[config.mk]
export PLATFORM = sky130hd
export DESIGN_NAME = piece_fall_ctrl
export DESIGN_NICKNAME = d
export VERILOG_FILES = /design/src/rtl/tetris_pkg.sv /design/src/rtl/piece_fall_ctrl.sv
export SDC_FILE = /design/constraint.sdc
export NUM_CORES = 1
export LEC_CHECK = 0
export BUFFER_PORTS_ARGS = -buffer_cell sky130_fd_sc_hd__buf_2
export CAP_MARGIN = 20
export CELL_PAD_IN_SITES_DETAIL_PLACEMENT = 2
export CELL_PAD_IN_SITES_GLOBAL_PLACEMENT = 2
export CORE_MARGIN = 1.5
export CORE_UTILIZATION = 34
export DETAILED_ROUTE_END_ITERATION = 8
export PLACE_DENSITY_LB_ADDON = 0.1
export SETUP_SLACK_MARGIN = 0.02
export SYNTH_ARGS = -nofsm -noshare
export SYNTH_HDL_FRONTEND = slang
export SYNTH_SLANG_ARGS = --single-unit
[constraint.sdc]
create_clock -name i_pixclk -period 3.5 [get_ports i_pixclk]
set_clock_uncertainty 0.05 [all_clocks]
set_input_delay 0.525 -clock i_pixclk [delete_from_list [all_inputs] [get_ports i_pixclk]]
set_output_delay 0.525 -clock i_pixclk [all_outputs]
set_load 0.01 [all_outputs]
[src/rtl/tetris_pkg.sv]
// Shared game-core definitions: piece-fall FSM states and playfield defaults,
// used by the fall controller, the board and the drop-speed generator.
package tetris_pkg;

  // Default playfield height in rows; row 0 is the top.
  localparam int BOARD_H_DEF    = 20;
  // Default row-index width; 2^Y_W must exceed the board height.
  localparam int Y_W_DEF        = 5;
  // Default number of blocked fall ticks absorbed before a lock.
  localparam int LOCK_TICKS_DEF = 1;

  // Piece-fall controller states.
  typedef enum logic [2:0] {
    IDLE,
    SPAWN_CHK,
    FALL_WAIT,
    DROP_CHK,
    LOCK,
    LOCK_WAIT,
    OVER
  } fall_state_t;

  // Width of a counter that must reach lock_ticks; never narrower than 1 bit.
  function automatic int rest_cnt_w(input int lock_ticks);
    return (lock_ticks < 1) ? 1 : $clog2(lock_ticks + 1);
  endfunction

endpackage

[src/rtl/piece_fall_ctrl.sv]
// Gravity and lock controller for the active piece. Turns fall ticks into
// collision-checked one-row descents, locks a resting piece after a grace of
// LOCK_TICKS blocked ticks, waits for the board merge, then spawns the next
// piece and reports game-over when the spawn position is already occupied.
module piece_fall_ctrl
  import tetris_pkg::*;
#(
  parameter int BOARD_H    = BOARD_H_DEF,
  parameter int Y_W        = Y_W_DEF,
  parameter int LOCK_TICKS = LOCK_TICKS_DEF
) (
  input  logic           i_pixclk,
  input  logic           i_reset_n,
  input  logic           i_fall_tick,
  input  logic           i_start,
  output logic           o_chk_req,
  output logic [Y_W-1:0] o_chk_y,
  input  logic           i_chk_ack,
  input  logic           i_chk_hit,
  output logic [Y_W-1:0] o_piece_y,
  output logic           o_active,
  output logic           o_spawn,
  output logic           o_lock,
  input  logic           i_lock_done,
  output logic           o_game_over
);

  localparam int RW = rest_cnt_w(LOCK_TICKS);
  localparam logic [Y_W-1:0] FLOOR_Y  = Y_W'(BOARD_H - 1);
  localparam logic [RW-1:0]  LOCK_MAX = RW'(LOCK_TICKS);

  fall_state_t    state_reg, state_next;
  logic [Y_W-1:0] piece_y_reg, piece_y_next;
  logic [Y_W-1:0] chk_y_reg, chk_y_next;
  logic [RW-1:0]  rest_reg, rest_next;
  logic           chk_req_reg, chk_req_next;
  logic           spawn_reg, spawn_next;
  logic           lock_reg, lock_next;
  logic           active_reg, active_next;
  logic           game_over_reg, game_over_next;
  logic           ack_ok;
  logic           grace_spent;

  // An ack only counts while a request is actually outstanding.
  assign ack_ok      = i_chk_ack && chk_req_reg;
  assign grace_spent = (rest_reg == LOCK_MAX);

  // State register and all registered outputs; async reset drops any request.
  always_ff @(posedge i_pixclk or negedge i_reset_n) begin
    if (!i_reset_n) begin
      state_reg     <= IDLE;
      piece_y_reg   <= '0;
      chk_y_reg     <= '0;
      rest_reg      <= '0;
      chk_req_reg   <= 1'b0;
      spawn_reg     <= 1'b0;
      lock_reg      <= 1'b0;
      active_reg    <= 1'b0;
      game_over_reg <= 1'b0;
    end else begin
      state_reg     <= state_next;
      piece_y_reg   <= piece_y_next;
      chk_y_reg     <= chk_y_next;
      rest_reg      <= rest_next;
      chk_req_reg   <= chk_req_next;
      spawn_reg     <= spawn_next;
      lock_reg      <= lock_next;
      active_reg    <= active_next;
      game_over_reg <= game_over_next;
    end
  end

  // Next-state and next-output logic; everything defaults to hold or idle.
  always_comb begin
    state_next   = state_reg;
    piece_y_next = piece_y_reg;
    chk_y_next   = chk_y_reg;
    rest_next    = rest_reg;
    chk_req_next = chk_req_reg;
    spawn_next   = 1'b0;
    lock_next    = 1'b0;

    case (state_reg)
      IDLE: begin
        if (i_start) begin
          state_next = SPAWN_CHK;
        end
      end

      // The spawn request is raised one cycle after entering, at row 0.
      SPAWN_CHK: begin
        if (ack_ok) begin
          chk_req_next = 1'b0;
          if (i_chk_hit) begin
            state_next = OVER;
          end else begin
            piece_y_next = '0;
            rest_next    = '0;
            spawn_next   = 1'b1;
            state_next   = FALL_WAIT;
          end
        end else if (!chk_req_reg) begin
          chk_req_next = 1'b1;
          chk_y_next   = '0;
        end
      end

      // A tick on the bottom row is a blocked tick with no board query;
      // otherwise the request goes out together with the state change.
      FALL_WAIT: begin
        if (i_fall_tick) begin
          if (piece_y_reg == FLOOR_Y) begin
            if (grace_spent) begin
              state_next = LOCK;
            end else begin
              rest_next = rest_reg + RW'(1);
            end
          end else begin
            state_next   = DROP_CHK;
            chk_req_next = 1'b1;
            chk_y_next   = piece_y_reg + Y_W'(1);
          end
        end
      end

      // chk_y_reg holds piece_y+1 for the whole handshake, so it is the
      // committed row when the check comes back clear.
      DROP_CHK: begin
        if (ack_ok) begin
          chk_req_next = 1'b0;
          if (!i_chk_hit) begin
            piece_y_next = chk_y_reg;
            rest_next    = '0;
            state_next   = FALL_WAIT;
          end else if (grace_spent) begin
            state_next = LOCK;
          end else begin
            rest_next  = rest_reg + RW'(1);
            state_next = FALL_WAIT;
          end
        end
      end

      LOCK: begin
        lock_next  = 1'b1;
        state_next = LOCK_WAIT;
      end

      LOCK_WAIT: begin
        if (i_lock_done) begin
          state_next = SPAWN_CHK;
        end
      end

      OVER: begin
        if (i_start) begin
          state_next = SPAWN_CHK;
        end
      end

      default: begin
        state_next   = IDLE;
        chk_req_next = 1'b0;
      end
    endcase
  end

  // Status levels are registered from the state being entered.
  always_comb begin
    active_next    = (state_next == FALL_WAIT) || (state_next == DROP_CHK);
    game_over_next = (state_next == OVER);
  end

  assign o_chk_req   = chk_req_reg;
  assign o_chk_y     = chk_y_reg;
  assign o_piece_y   = piece_y_reg;
  assign o_active    = active_reg;
  assign o_spawn     = spawn_reg;
  assign o_lock      = lock_reg;
  assign o_game_over = game_over_reg;

endmodule

== Word level (Yosys, flattened, before mapping) ==
Cells that the tools add are included.

* Output and inout bits: 15
* Memories kept: 0
* ROM bits: 0
* Latch bits: 0
* Register bits after elaboration: 19
* Memory bits (writable): 0
* Bits of input ports: 7
* Logic and storage cells: 81

* Reductions and logical operators: 12
* Shift-type cells: 0
* Multiplexer cells: 38
* Divide/modulo/power cells: 0
* Multipliers: 0
* Add/sub/neg operators: 2
* Equality and inequality tests: 19
* $lt $le $gt $ge: 0
* Bitwise operators: 1

{| class="wikitable"
|+ Operator list
! kind !! count
|-
| 2-to-1 mux 5 bit || 8
|-
| 2-to-1 mux 3 bit || 10
|-
| one-hot mux 5 bit (2 select lines) || 2
|-
| != test 2 bit (second input constant) || 9
|-
| one-hot mux 3 bit (6 select lines) || 1
|-
| 2-to-1 mux 1 bit || 15
|-
| == test 3 x 2 -> 1 bit (second input constant) || 4
|-
| == test 3 bit (second input constant) || 4
|-
| AND reduction 5 bit || 2
|-
| AND reduction 6 bit || 1
|-
| adder 5 x 1 -> 5 bit (second input constant) || 1
|-
| == test 5 bit (second input constant) || 1
|-
| one-hot mux 1 bit (4 select lines) || 1
|-
| AND reduction 4 bit || 1
|-
| nonzero test 2 bit || 2
|-
| OR reduction 4 bit || 1
|-
| == test 3 x 1 -> 1 bit (second input constant) || 1
|-
| logical NOT 3 bit || 1
|-
| one-hot mux 1 bit (3 select lines) || 1
|-
| nonzero test 3 bit || 1
|-
| OR reduction 2 bit || 1
|-
| adder 1 bit (second input constant) || 1
|-
| logical AND 1 bit || 1
|-
| logical OR 1 bit || 1
|-
| NOT 1 bit || 1
|}

== Logic depth before layout (Yosys ltp) ==
* Depth in word-level cells: 6
* Mapped depth: 6

== Worst setup path before layout ==
OpenSTA, ideal clock, no wires.

* Kind: flip-flop to flip-flop
* Start point: reg piece_y_reg[0], in the netlist o_piece_y[0]
* End point: reg chk_y_reg[0], in the netlist o_chk_y[0]
* Buffers on the path: 0
* Required time: 3325 ps
* Clock period less this slack: 1686 ps
* Path slack: 1814 ps
* Cell stages (with the launch flop): 6
* Data arrival time: 1511 ps
* Cell sequence: dfrtp_1 ha_1 nand4bb_1 nand4_1 a21oi_4 mux2_2

* Word-level cells in the longest chain between the ends: 4

{| class="wikitable"
|+ RTL lines
! what !! line !! text
|-
| from (decl) || piece_fall_ctrl.sv:33 || <nowiki>logic [Y_W-1:0] piece_y_reg, piece_y_next;</nowiki>
|-
| from (signal assigned) || piece_fall_ctrl.sv:62 || <nowiki>piece_y_reg <= piece_y_next;</nowiki>
|-
| adder 5 x 1 -> 5 bit || piece_fall_ctrl.sv:121 || <nowiki>chk_y_next = piece_y_reg + Y_W'(1);</nowiki>
|-
| 2-to-1 mux 5 bit || piece_fall_ctrl.sv:112 || <nowiki>if (piece_y_reg == FLOOR_Y) begin</nowiki>
|-
| 2-to-1 mux 5 bit || piece_fall_ctrl.sv:111 || <nowiki>if (i_fall_tick) begin</nowiki>
|-
| one-hot mux 5 bit (2 select lines) || piece_fall_ctrl.sv:83 || <nowiki>case (state_reg)</nowiki>
|-
| to (signal assigned) || piece_fall_ctrl.sv:63 || <nowiki>chk_y_reg <= chk_y_next;</nowiki>
|-
| to (decl) || piece_fall_ctrl.sv:34 || <nowiki>logic [Y_W-1:0] chk_y_reg, chk_y_next;</nowiki>
|}

Several ways; a longest one is shown, not always the timed one. The select of a mux whose other input is x is not followed.
A chain may end at the register's enable or synchronous reset.

== Worst setup path in the final report ==
* Start point: reg state_reg[0]
* End point: reg chk_y_reg[2], in the netlist o_chk_y[2]

* Word-level cells in the longest chain between the ends: 3

{| class="wikitable"
|+ RTL lines
! what !! line !! text
|-
| from (decl) || piece_fall_ctrl.sv:32 || <nowiki>fall_state_t state_reg, state_next;</nowiki>
|-
| from (signal assigned) || piece_fall_ctrl.sv:61 || <nowiki>state_reg <= state_next;</nowiki>
|-
| == test 3 x 2 -> 1 bit or == test 3 x 1 -> 1 bit (tied branches) || piece_fall_ctrl.sv:83 ||
|-
| != test 2 bit (no source line) or nonzero test 2 bit (tied branches) || - ||
|-
| AND reduction 5 bit (no source line) || - ||
|}

Several ways; a longest one is shown, not always the timed one.

==> impl_metrics.json <==
{
  "dieArea_mm2": 0.003313,
  "cp-end-kind": "register",
  "grt_pass1_wl_mm": 4.243,
  "detail_route.drc_violations": 0,
  "cpPeakStageDelay_ps": 570,
  "synth-warning-count": 0,
  "synth_top_family_by_area": "simple AND/OR/NAND/NOR gates",
  "area_growth_pct": 13.60,
  "grt_antenna_before_repair": 0,
  "die_h_um": 57.56,
  "peakVddDrop_uv": 334.6,
  "fin_nets": 134,
  "drive_above_1_share_pct": 28.80,
  "required_ps": 3630,
  "synth_compound_area_share_pct": 14.46,
  "ant_nets": 0,
  "path_clk_slew_ps": 110,
  "rows": 19,
  "crit_type": "register to register",
  "hold_violations": 0,
  "syn-num-nets": 113,
  "relSlewSlack_pct": 68.19,
  "ctsResizeCount": 0,
  "core_area_mm2": 0.002781,
  "period_needed_ps": 1856,
  "hold_slack_ps": 102.0,
  "status": "completed",
  "cts-root-buf": "clkbuf_4",
  "final_cell_mix": "buf_2, dfrtp_1, nand2_1",
  "crit_chain": "inv_2 > or3_4 > a21oi_4 > mux2_2",
  "wl_mm": 2.570,
  "drt_first_iter_violations": 18,
  "p_leak_nw": 0.5376,
  "synth-seq-cells": 19,
  "dr.pass1.iters": 4,
  "vias": 832,
  "initial_core_util_pct": 36.39,
  "cts_buffers": 3,
  "final_common_cell": "buf_2",
  "synth-simple-area-share_pct": 24.85,
  "htreeDepth": 1,
  "grt_max_degree": 20,
  "finalSetupViolations": 0,
  "fin_crit_sh_pct": 53.03,
  "overflow": 0,
  "yosysSeqAreaShare_pct": 46.97,
  "cts.path.max_buffers": 2,
  "dpl.cell_count": 152,
  "crit_arrival_ps": 1990,
  "gp_congestion": 0.6932,
  "fill_cells": 313,
  "slew_viol_final": 0,
  "syn_area_mm2": 0.001012,
  "port_buffers": 21,
  "wire_per_inst_um": 16.47,
  "synthCells": 105,
  "post-place-ws_ps": 1642,
  "hpwl_mm": 1.945,
  "yosys.area_share.adder_pct": 1.236,
  "grt_usage_pct": 16.80,
  "synth_xor_area_share_pct": 2.596,
  "clk_latency_ps": 290,
  "hold_buffers": 0,
  "cp_max_fo": 10,
  "hp-class": "primary input to asynchronous set/reset pin",
  "timing.setup.tns_ps": 0,
  "grt_pass1_vias": 844,
  "synthMuxAreaShare_pct": 5.562,
  "cts_setup_buffers": 0,
  "multiInputGateArea_um2": 493.0,
  "clock_sinks": 19,
  "via_per_inst": 5.333,
  "rsz0062_at_grt": "no",
  "worst_slack_ps": 1644,
  "fin_cells": 156,
  "io_pins": 22,
  "synth_cell_types": 39,
  "critPathSlowestCell": "dfrtp_1",
  "die_w_um": 57.56,
  "max_slew.worst_pin.slew_ps": 477.1,
  "powerDensity_mw_per_mm2": 699.0,
  "cts_tree": "built",
  "fmax_mhz": 538.8,
  "diodes": 0,
  "worst_setup_path_start_kind": "register",
  "regArea_um2": 475.5,
  "finalInstanceArea_mm2": 0.001150,
  "syn_area_per_cell_um2": 9.640,
  "place_area_mm2": 0.001124,
  "drv_cap": 0
}
==> where the power goes <==
group	total (mW)	switching [mW]	leakage [nW]	internal, mW
registers	0.364	0.0949	0.253	0.269
logic	0.330	0.189	0.269	0.141
clock network	0.110	0.0658	0.0150	0.0442
==> through the flow <==
step                      util, %  total power [mW]
after global placement      40.40            0.6880
after detailed placement    40.40            0.7012
after CTS                   41.34            0.8164
after global routing        41.34            0.8736
after floorplan                 -            0.6063
final                       41.34            0.8038
==> worst max-delay path, delay by kind of cell (launching register included) <==
kind | cells | cell delay [ps]
DFF | 1 | 570
muxes | 1 | 360
AOI/OAI and AO/OA | 1 | 250
and+or+nand+nor | 1 | 390
buffers and inverters | 1 | 120
==> cells by family after synthesis <==
logic type | Yosys count
AND/OR/NAND/NOR | 45
AO/OA/AOI/OAI | 24
flip-flops | 19
buffers and inverters | 8
multiplexers | 5
XOR/XNOR | 3
adder cells (fa/ha/maj) | 1
==> worst paths after layout <==
| path | start | to | slack [ps] | depth (start not counted) |
|---|---|---|---|---|
| max | state_reg[0] | o_chk_y[2] | 1640 | 4 |
| min | i_reset_n | grace_spent | 100 | 1 |
| max reg2reg | state_reg[0] | o_chk_y[2] | 1640 | 4 |
| min reg2reg | o_chk_y[0] | o_chk_y[0] | 490 | 1 |
| max in group asynchronous | i_reset_n | o_piece_y[0] | 3000 | 1 |
| min in group i_pixclk | o_chk_y[0] | o_chk_y[0] | 490 | 1 |
==> Yosys cell counts, drive strengths merged <==
master | count | area share (%)
a21oi | 8 | 5.1
nor4bb | 1 | 0.99
or2 | 1 | 0.62
o211ai | 1 | 0.74
nor2 | 8 | 3.0
xor2 | 2 | 1.7
mux2 | 5 | 5.6
nand2b | 2 | 1.2
xnor2 | 1 | 0.87
and3 | 1 | 0.62
a21o | 1 | 0.74
dfrtp | 19 | 47
or3 | 2 | 1.7
a31oi | 1 | 0.62
inv | 3 | 1.1
o21a | 1 | 0.74
and4bb | 1 | 1.2
or4b | 1 | 0.99
buf | 4 | 2.8
nand4 | 2 | 1.2
nand3 | 4 | 2.0
o21ai | 10 | 4.9
ha | 1 | 1.2
nand2 | 14 | 5.4
a211oi | 1 | 0.74
nor2b | 2 | 1.2
nor3b | 2 | 2.0
a221oi | 1 | 0.87
nor3 | 3 | 1.5
nand4bb | 1 | 1.1
clkbuf | 1 | 0.37
==> area by class of cell <==
cell class	count	share of cell area, %
Sequential cell	19	41.35
Tap cell	31	3.373
Multi-Input combinational cell	78	42.87
Timing Repair Buffer	21	9.140
Clock buffer	4	2.285
Inverter	3	0.9793
==> metal layers <==
| layer | part of all wire [%] | track usage, % | routed length (µm) | vias up |
|---|---|---|---|---|
| met1 | 51 | 24.72 | 1302 | 408 |
| met2 | 45 | 25.81 | 1166 | 12 |
| met4 | 0.86 | 2.990 | 22 | 0 |
| met3 | 3.0 | 3.401 | 78 | 2 |
| met5 | 0 | 0 | 0 | - |
| li1 | - | - | - | 410 |
(Power assumes the default switching activity.)
